<file path="src/rtl/puf_test_scheduler_if.sv">
// Bundles the scheduler's host, PUF, NIST and result-memory signals.
// The scheduler uses the slave view; the host/NIST/memory side uses the master view.
interface puf_test_scheduler_if #(
    parameter int AW = 13
);
    logic          start;
    logic          resp_in;
    logic [7:0]    test_result;
    logic          test_data;
    logic          sel_clk_test;
    logic          mem_we;
    logic [AW-1:0] mem_waddr;
    logic [7:0]    mem_din;
    logic [1:0]    phase;
    logic          busy;
    logic          done;

    modport master (
        output start, resp_in, test_result,
        input  test_data, sel_clk_test, mem_we, mem_waddr, mem_din, phase, busy, done
    );

    modport slave (
        input  start, resp_in, test_result,
        output test_data, sel_clk_test, mem_we, mem_waddr, mem_din, phase, busy, done
    );
endinterface

</file>
<file path="src/rtl/puf_test_scheduler.sv">
// Multi-phase NIST test sequencer: streams PUF bits to the NIST block for
// N_ROUNDS rounds per phase, tallies per-test pass flags, then writes the
// tallies into result memory at address {phase, test}.
module puf_test_scheduler #(
    parameter int N_BITS   = 20000,
    parameter int N_ROUNDS = 255,
    parameter int N_PHASES = 3,
    parameter int N_TESTS  = 8,
    parameter int AW       = 13
) (
    input logic                 clk_1,
    input logic                 rst,
    puf_test_scheduler_if.slave bus
);

    localparam int BW = $clog2(N_BITS);

    typedef enum logic [2:0] {
        IDLE,
        RUN,
        ACCUM,
        STORE,
        NEXT,
        DONE
    } state_t;

    state_t        r_state;
    logic [BW-1:0] r_bitCnt;
    logic [7:0]    r_roundCnt;
    logic [2:0]    r_idx;
    logic [1:0]    r_phase;
    logic [7:0]    r_tally [N_TESTS];
    logic          r_testData;
    logic          r_selClk;
    logic          r_memWe;
    logic [AW-1:0] r_memAddr;
    logic [7:0]    r_memDin;
    logic          r_busy;
    logic          r_done;

    logic [7:0]    w_tallySum [N_TESTS];
    logic [2:0]    w_idxNext;

    // Saturating per-test tally update, used at the end of every round
    for (genvar g = 0; g < N_TESTS; g++) begin : g_sum
        assign w_tallySum[g] = (r_tally[g] == 8'hFF) ? 8'hFF
                             : r_tally[g] + {7'd0, bus.test_result[g]};
    end

    assign w_idxNext = r_idx + 3'd1;

    // Campaign sequencer: all outputs are registered here
    always_ff @(posedge clk_1) begin
        if (rst) begin
            r_state    <= IDLE;
            r_bitCnt   <= '0;
            r_roundCnt <= '0;
            r_idx      <= '0;
            r_phase    <= '0;
            r_testData <= 1'b0;
            r_selClk   <= 1'b0;
            r_memWe    <= 1'b0;
            r_memAddr  <= '0;
            r_memDin   <= '0;
            r_busy     <= 1'b0;
            r_done     <= 1'b0;
            for (int i = 0; i < N_TESTS; i++) r_tally[i] <= '0;
        end else begin
            case (r_state)
                IDLE, DONE: begin
                    r_memWe <= 1'b0;
                    if (bus.start) begin
                        r_state    <= RUN;
                        r_busy     <= 1'b1;
                        r_done     <= 1'b0;
                        r_phase    <= '0;
                        r_selClk   <= 1'b0;
                        r_bitCnt   <= '0;
                        r_roundCnt <= '0;
                    end
                end
                RUN: begin
                    r_testData <= bus.resp_in;
                    r_bitCnt   <= r_bitCnt + BW'(1);
                    if (r_bitCnt == BW'(N_BITS - 1)) r_state <= ACCUM;
                end
                ACCUM: begin
                    r_testData <= bus.resp_in;
                    r_bitCnt   <= '0;
                    for (int i = 0; i < N_TESTS; i++) r_tally[i] <= w_tallySum[i];
                    if (r_roundCnt == 8'(N_ROUNDS - 1)) begin
                        r_roundCnt <= '0;
                        r_state    <= STORE;
                        r_idx      <= '0;
                        r_memWe    <= 1'b1;
                        r_memAddr  <= AW'({r_phase, 3'd0});
                        r_memDin   <= w_tallySum[0];
                    end else begin
                        r_roundCnt <= r_roundCnt + 8'd1;
                        r_state    <= RUN;
                    end
                end
                STORE: begin
                    r_testData <= bus.resp_in;
                    if (r_idx == 3'(N_TESTS - 1)) begin
                        r_state <= NEXT;
                        r_memWe <= 1'b0;
                    end else begin
                        r_idx     <= w_idxNext;
                        r_memAddr <= AW'({r_phase, w_idxNext});
                        r_memDin  <= r_tally[w_idxNext];
                    end
                end
                NEXT: begin
                    r_memWe <= 1'b0;
                    for (int i = 0; i < N_TESTS; i++) r_tally[i] <= '0;
                    if (r_phase == 2'(N_PHASES - 1)) begin
                        r_state <= DONE;
                        r_busy  <= 1'b0;
                        r_done  <= 1'b1;
                    end else begin
                        r_phase    <= r_phase + 2'd1;
                        r_selClk   <= 1'b1;
                        r_state    <= RUN;
                        r_bitCnt   <= '0;
                        r_roundCnt <= '0;
                    end
                end
                default: r_state <= IDLE;
            endcase
        end
    end

    assign bus.test_data    = r_testData;
    assign bus.sel_clk_test = r_selClk;
    assign bus.mem_we       = r_memWe;
    assign bus.mem_waddr    = r_memAddr;
    assign bus.mem_din      = r_memDin;
    assign bus.phase        = r_phase;
    assign bus.busy         = r_busy;
    assign bus.done         = r_done;

endmodule
</file>
<file path="src/flat_wrapper.sv">
// flat-port wrapper written by rule: the top's interface ports become plain ports
module puf_test_scheduler_flat 
#(
    parameter int N_BITS   = 20000,
    parameter int N_ROUNDS = 255,
    parameter int N_PHASES = 3,
    parameter int N_TESTS  = 8,
    parameter int AW       = 13
)
  (clk_1, rst, bus_start, bus_resp_in, bus_test_result, bus_test_data, bus_sel_clk_test, bus_mem_we, bus_mem_waddr, bus_mem_din, bus_phase, bus_busy, bus_done);
  puf_test_scheduler_if #(.AW(AW)) bus_i ();
  input logic clk_1;
  input logic rst;
  input wire logic [$bits(bus_i.start)-1:0] bus_start;
  input wire logic [$bits(bus_i.resp_in)-1:0] bus_resp_in;
  input wire logic [$bits(bus_i.test_result)-1:0] bus_test_result;
  output wire logic [$bits(bus_i.test_data)-1:0] bus_test_data;
  output wire logic [$bits(bus_i.sel_clk_test)-1:0] bus_sel_clk_test;
  output wire logic [$bits(bus_i.mem_we)-1:0] bus_mem_we;
  output wire logic [$bits(bus_i.mem_waddr)-1:0] bus_mem_waddr;
  output wire logic [$bits(bus_i.mem_din)-1:0] bus_mem_din;
  output wire logic [$bits(bus_i.phase)-1:0] bus_phase;
  output wire logic [$bits(bus_i.busy)-1:0] bus_busy;
  output wire logic [$bits(bus_i.done)-1:0] bus_done;
  assign bus_i.start = bus_start;
  assign bus_i.resp_in = bus_resp_in;
  assign bus_i.test_result = bus_test_result;
  assign bus_test_data = bus_i.test_data;
  assign bus_sel_clk_test = bus_i.sel_clk_test;
  assign bus_mem_we = bus_i.mem_we;
  assign bus_mem_waddr = bus_i.mem_waddr;
  assign bus_mem_din = bus_i.mem_din;
  assign bus_phase = bus_i.phase;
  assign bus_busy = bus_i.busy;
  assign bus_done = bus_i.done;
  puf_test_scheduler #(.N_BITS(N_BITS), .N_ROUNDS(N_ROUNDS), .N_PHASES(N_PHASES), .N_TESTS(N_TESTS), .AW(AW)) u_core (.clk_1(clk_1), .rst(rst), .bus(bus_i));
endmodule
</file>
<file path="config.mk">
export PLATFORM = sky130hd
export DESIGN_NAME = puf_test_scheduler_flat
export DESIGN_NICKNAME = d
export VERILOG_FILES = /design/src/rtl/puf_test_scheduler_if.sv /design/src/rtl/puf_test_scheduler.sv /design/src/flat_wrapper.sv
export SDC_FILE = /design/constraint.sdc
export NUM_CORES = 1
export LEC_CHECK = 0
export CAP_MARGIN = 20
export CORE_MARGIN = 2
export CORE_UTILIZATION = 39
export DETAILED_ROUTE_END_ITERATION = 6
export PLACE_DENSITY_LB_ADDON = 0.05
export SYNTH_ARGS = -nofsm -noshare
export SYNTH_HDL_FRONTEND = slang
export SYNTH_SLANG_ARGS = --single-unit
</file>
<file path="constraint.sdc">
create_clock -name clk_1 -period 2.9 [get_ports clk_1]
set_input_delay 0.58 -clock clk_1 [delete_from_list [all_inputs] [get_ports clk_1]]
set_output_delay 0.58 -clock clk_1 [all_outputs]
set_load 0.1 [all_outputs]
</file>
## Word-level counts from Yosys, hierarchy flattened

Memories as Yosys holds them, arrays and structs flattened.
Index checks and enable logic that the tools add are counted.

- Register bits: 57
- Bits in writable memories: 64
- Input bits: 12
- Output and inout bits: 28
- Word-level logic and storage cells: 149
- Memories: 1

Memory list:

| memory | depth | bits a word | read ports | clocked after Yosys merged registers in | write ports | RTL line | RTL |
|---|---|---|---|---|---|---|---|
| u_core.r_tally | 8 | 8 | 9 | 0 | 8 | puf_test_scheduler.sv:32 | `logic [7:0] r_tally [N_TESTS];` |

- Add/sub/neg operators: 12
- Equal/unequal tests: 24
- Mux-type cells: 68
- Bitwise operators: 16
- Reduce and logical (&&, ||, !) cells: 16

Operators with widths:

| kind | number |
|---|---|
| two-way mux 8 bit | 29 |
| == test 8 bit, second input constant | 9 |
| adder 8 x 1 -> 8 bit | 8 |
| one-hot mux 15 bit (4 select lines) | 1 |
| two-way mux 15 bit | 2 |
| two-way mux 13 bit | 2 |
| one-hot mux 13 bit (2 select lines) | 1 |
| one-hot mux 8 bit (3 select lines) | 1 |
| AND reduction 3 bit | 7 |
| two-way mux 3 bit | 6 |
| OR 1 bit | 16 |
| one-hot mux 8 bit (2 select lines) | 1 |
| adder 15 x 1 -> 15 bit, second input constant | 1 |
| == test 15 bit, second input constant | 1 |
| two-way mux 1 bit | 15 |
| one-hot mux 3 bit (5 select lines) | 1 |
| == test 3 bit, second input constant | 3 |
| adder 8 x 1 -> 8 bit, second input constant | 1 |
| != test 2 x 1 -> 1 bit, second input constant | 4 |
| == test 3 x 2 -> 1 bit, second input constant | 2 |
| two-way mux 2 bit | 3 |
| != test 2 bit, second input constant | 3 |
| one-hot mux 1 bit (2 select lines) | 3 |
| one-hot mux 3 bit (2 select lines) | 1 |
| other kinds (12) | 15 |

## Depth between registers and ports, before layout

- Depth in word-level cells: 6
- Gate-level depth with buffers: 8
- Mapped depth without buffers: 7

## Worst setup path after synthesis

No wires, ideal clock.

- Path type: register to register
- Start: reg u_core.r_idx[0]
- End: reg u_core.r_memDin[7] (netlist: u_core.bus.mem_din[7])
- Setup time: 0.132 ns
- Arrival: 2.578 ns
- Data required time: 2.768 ns
- Setup slack: 0.190 ns
- Stages on the path, launching flop included: 8
- Path buffers: 2
- Clock period less this slack: 2.710 ns
- Cells stage by stage: dfxtp_1 ha_1 buf_2 buf_2 mux4_2 a211oi_1 a211o_1 a21oi_1

- Longest elaborated chain between the ends: 4
- Elaborated cells on any way between the ends: 7
- Classes of those cells: 1 x add/sub; 2 x eq/ne; 2 x mux; 1 x reduce/logical; 1 x memory

RTL lines:

| item | RTL line | RTL |
|---|---|---|
| start: declaration | puf_test_scheduler.sv:30 | `logic [2:0] r_idx;` |
| start signal: assignment | puf_test_scheduler.sv:109 | `r_idx <= w_idxNext;` |
| adder 3 x 1 -> 3 bit | puf_test_scheduler.sv:50 | `assign w_idxNext = r_idx + 3'd1;` |
| memory (8 x 8 bit) | n/a |  |
| two-way mux 8 bit | puf_test_scheduler.sv:105 | `if (r_idx == 3'(N_TESTS - 1)) begin` |
| one-hot mux 8 bit (2 select lines) | puf_test_scheduler.sv:69 | `case (r_state)` |
| end signal: assignment | puf_test_scheduler.sv:97 | `r_memDin <= w_tallySum[0];` |
| end signal: assignment | puf_test_scheduler.sv:111 | `r_memDin <= r_tally[w_idxNext];` |
| end: declaration | puf_test_scheduler.sv:37 | `logic [7:0] r_memDin;` |

Parallel ways exist; a longest one is shown, timed or not. The select of a mux whose other input is x is not followed.
A chain may end at the register's enable or synchronous reset.

## Final worst setup path

- Start: reg u_core.r_phase[0] (netlist: u_core.bus.phase[0])
- End: reg u_core.r_bitCnt[14]

- Longest elaborated chain between the ends: 3

RTL lines:

| item | RTL line | RTL |
|---|---|---|
| start: declaration | puf_test_scheduler.sv:31 | `logic [1:0] r_phase;` |
| start signal: assignment | puf_test_scheduler.sv:122 | `r_phase <= r_phase + 2'd1;` |
| == test 2 bit | puf_test_scheduler.sv:117 | `if (r_phase == 2'(N_PHASES - 1)) begin` |
| != test 2 bit (no line) | n/a |  |
| AND reduction 3 bit (no line) | n/a |  |
| end signal: assignment | puf_test_scheduler.sv:84 | `r_bitCnt <= r_bitCnt + BW'(1);` |
| end: declaration | puf_test_scheduler.sv:28 | `logic [BW-1:0] r_bitCnt;` |

Every way passes these cells.

==> flow_summary.yaml <==
clock_tree:
  cts_tree: "done"
  root_buffer: "clkbuf_16"
  cts.sinks: 110
  cts_buffers: 9
  cts_resized: 0
  ctsLongestPathBuffers: 2
  clock_latency_ns: 0.36
  htree_levels: 3
  ctsHoldBuffers: 0
  post_cts_buffers: 0
  clkTransAtPathRegs_ns: 0.08
min_path:
  whs_path_depth: 2
  min_path_type: "reg -> reg"
sta:
  hold_viol_final: 0
  finClkSkew_ns: 0.00779
  rsz0062_at_grt: "no"
  slew_headroom: 0.433
  slew_viol_final: 0
  period_share: 0.828
  fin_ws_ns: 0.500
  worstMarginPinSlew_ns: 0.844
  setup-violations-final: 0
  min_period_ns: 2.40
  fmax_mhz: 417
  tns_ns: 0
detailed_routing:
  drt_wl_total_um: 14800
  drc: 0
  drt_iter0_markers: 259
  post_drt_wl_per_cell_um: 17.2
  vias_per_cell: 5.53
  vias: 4753
  antenna_left: 0
  first_pass_iters: 4
logic_synthesis:
  syn_area_um2: 6000
  async_flop_share: 0
  netlist_instances: 638
  postSynthAreaPerCell_um2: 9.40
  yosysSeqAreaShare: 0.421
  synth_cell_types: 56
  synth_area_leaders: "dfxtp_1, edfxtp_1, mux4_2"
  ys_warn_count: 0
  synth_top_cell_by_area: "dfxtp_1"
  synth_edf_count: 32
  synth_ff_type: "dfxtp_1"
  yosysTopAreaCellShare: 0.260
  synth-seq-cells: 110
power_and_ir_drop:
  ir_worst_vdd_uv: 422
  leakagePower_uw: 0.00243
  p_per_area_nw_per_um2: 592
place:
  post_dp_cell_area_um2: 6450
  io_buffers: 31
  dp.cells: 844
  dp_hpwl_um: 10800
  place.gp.congestion: 0.832
  dpl_worst_slack_ns: 0.260
flow_run:
  cap_violations: 0
finish:
  nets: 701
  postLayoutCellArea_um2: 6740
  fin_cells: 860
  finish.utilization: 0.447
  synthToLayoutAreaGrowth_pct: 12.3
  drive_above_1_share: 0.124
  antenna_cells: 0
  n_fill_cell: 1501
worst_setup_path:
  crit_chain: "inv_1 > ha_1 > nor2b_1 > o21ai_2 > nand4_2 > or4_1 > a21oi_1"
  critPathMaxStageDelay_ns: 0.61
  critPathLaunchType: "register"
  crit_slowest_cell: "or4_1"
  end_kind: "register"
  path_buf_inv: 1
  cp_top_family: "simple AND/OR/NAND/NOR gates"
  crit_path_max_fanout: 16
  cp_num_cells: 7
  path_class: "reg -> reg"
  critPathRequiredTime_ns: 3.19
  arrival_ns: 2.69
  rr_worst_depth: 7
floorplanning:
  die_area_um2: 16400
  std_cell_rows: 45
  initial_utilization: 0.398
  die_h_um: 128
  die_width_um: 128
  pin_count: 40
  fp.coreArea_um2: 15100
global_routing:
  grt_pass1_vias: 4712
  grt_pass1_wl_um: 24500
  antenna_found_initial: 0
  grt_overflow: 0
  track_usage: 0.192
  grt_max_degree: 34
run_status:
  run_status: "complete, no violations"
-- sequential cells by signal, summed over array words and instances (netlist names) --
register and count:
u_core.bus.mem_waddr 3, u_core.bus.mem_we 1, u_core.r_roundCnt 8, u_core.bus.done 1
u_core.bus.mem_din 8, u_core.bus.busy 1, u_core.r_tally 64, u_core.bus.test_data 1
u_core.r_state 3, u_core.r_idx 2, u_core.bus.sel_clk_test 1, u_core.bus.phase 2
u_core.r_bitCnt 15
-- metrics by stage --
stage	power [µW]	hold slack, ns
6_report	3990	0.449
2_1_floorplan	2540	0.442
3_3_place_gp	2780	0.438
3_5_place_dp	2790	0.439
4_1_cts	4040	0.451
5_1_grt	4210	0.482
-- synthesized netlist by cell type, types with 5 or more instances --
library cell and number:
a211oi_1 6, a21oi_1 67, a31oi_1 5, and2_1 5, and3_1 13, and4_1 9
buf_2 12, buf_4 9, clkbuf_1 12, dfxtp_1 78, edfxtp_1 32, ha_1 22
inv_1 18, mux2i_1 7, mux4_2 16, nand2_1 61, nand3_1 31, nand4_1 25
nor2_1 62, nor2b_1 9, nor3_1 10, o2111ai_1 5, o21ai_0 17, o31ai_1 11
or4_1 5, xnor2_1 8, xor2_1 30
-- per-layer routing --
layer	global-route usage	wire length [µm]	vias up
met5	0	0	-
met2	0.322	7140	80
met1	0.247	6920	2259
met3	0.0371	489	15
li1	-	-	2399
met4	0.0679	255	0
-- power breakdown --
part	internal (µW)	leakage, µW	switching, µW	total, µW
registers	1720	0.000966	174	1900
clock network	641	0.000149	605	1250
logic	282	0.00132	564	845
total	2650	0.00243	1340	3990
-- logic make-up after synthesis --
kind of cell / Yosys count / synth area share
XOR/XNOR: 38 / 0.0555
AO/OA/AOI/OAI: 132 / 0.136
other: 1 / 0.000625
buffers and inverters: 52 / 0.0407
flip-flops: 110 / 0.421
adder cells (fa/ha/maj): 23 / 0.0476
multiplexers: 27 / 0.0793
AND/OR/NAND/NOR: 255 / 0.220
-- cell usage in the layout, fill, tap and decap left out, types with 5 or more instances in the layout --
cell type and count:
and4_1 9, clkdlybuf4s50_1 11, conb_1 8, o31ai_1 11
a211oi_1 6, mux2i_1 7, nor3_1 10, ha_1 22
nor2_1 62, nor2b_1 9, and3_1 13, o2111ai_1 5
nand4_1 25, nand3_1 31, a31oi_1 5, o21ai_0 17
xor2_1 30, dfxtp_1 78, and2_1 5, or4_1 5
nand2_1 61, inv_1 18, mux4_2 16, clkbuf_16 10
xnor2_1 8, buf_4 34, edfxtp_1 32, a21oi_1 67
-- final timing paths --
kind                                          from                               end  slack (ns)
hold / removal        u_core.bus.done$_SDFFE_PP0P_      u_core.bus.done$_SDFFE_PP0P_        0.45
setup / recovery  u_core.bus.phase[0]$_SDFFE_PP0P_  u_core.r_bitCnt[14]$_SDFFE_PP0P_        0.50
hold reg to reg       u_core.bus.done$_SDFFE_PP0P_      u_core.bus.done$_SDFFE_PP0P_        0.45
setup reg to reg  u_core.bus.phase[0]$_SDFFE_PP0P_  u_core.r_bitCnt[14]$_SDFFE_PP0P_        0.50
-- layout make-up --
cell class,count,area [µm²],area share
Timing Repair Buffer,45,365,0.0542
Tap cell,188,235,0.0349
Inverter,18,67.6,0.0100
Clock inverter,6,40.0,0.00594
Multi-Input combinational cell,483,3260,0.483
Sequential cell,110,2520,0.374
Clock buffer,10,250,0.0371
-- worst min-delay path: cells and delay by family, from the launching register on --
kind	cells	cell delay [ns]
AOI/OAI and AO/OA	1	0.05
buffers and inverters	1	0.05
DFF	1	0.32
(Power assumes the default switching activity.)
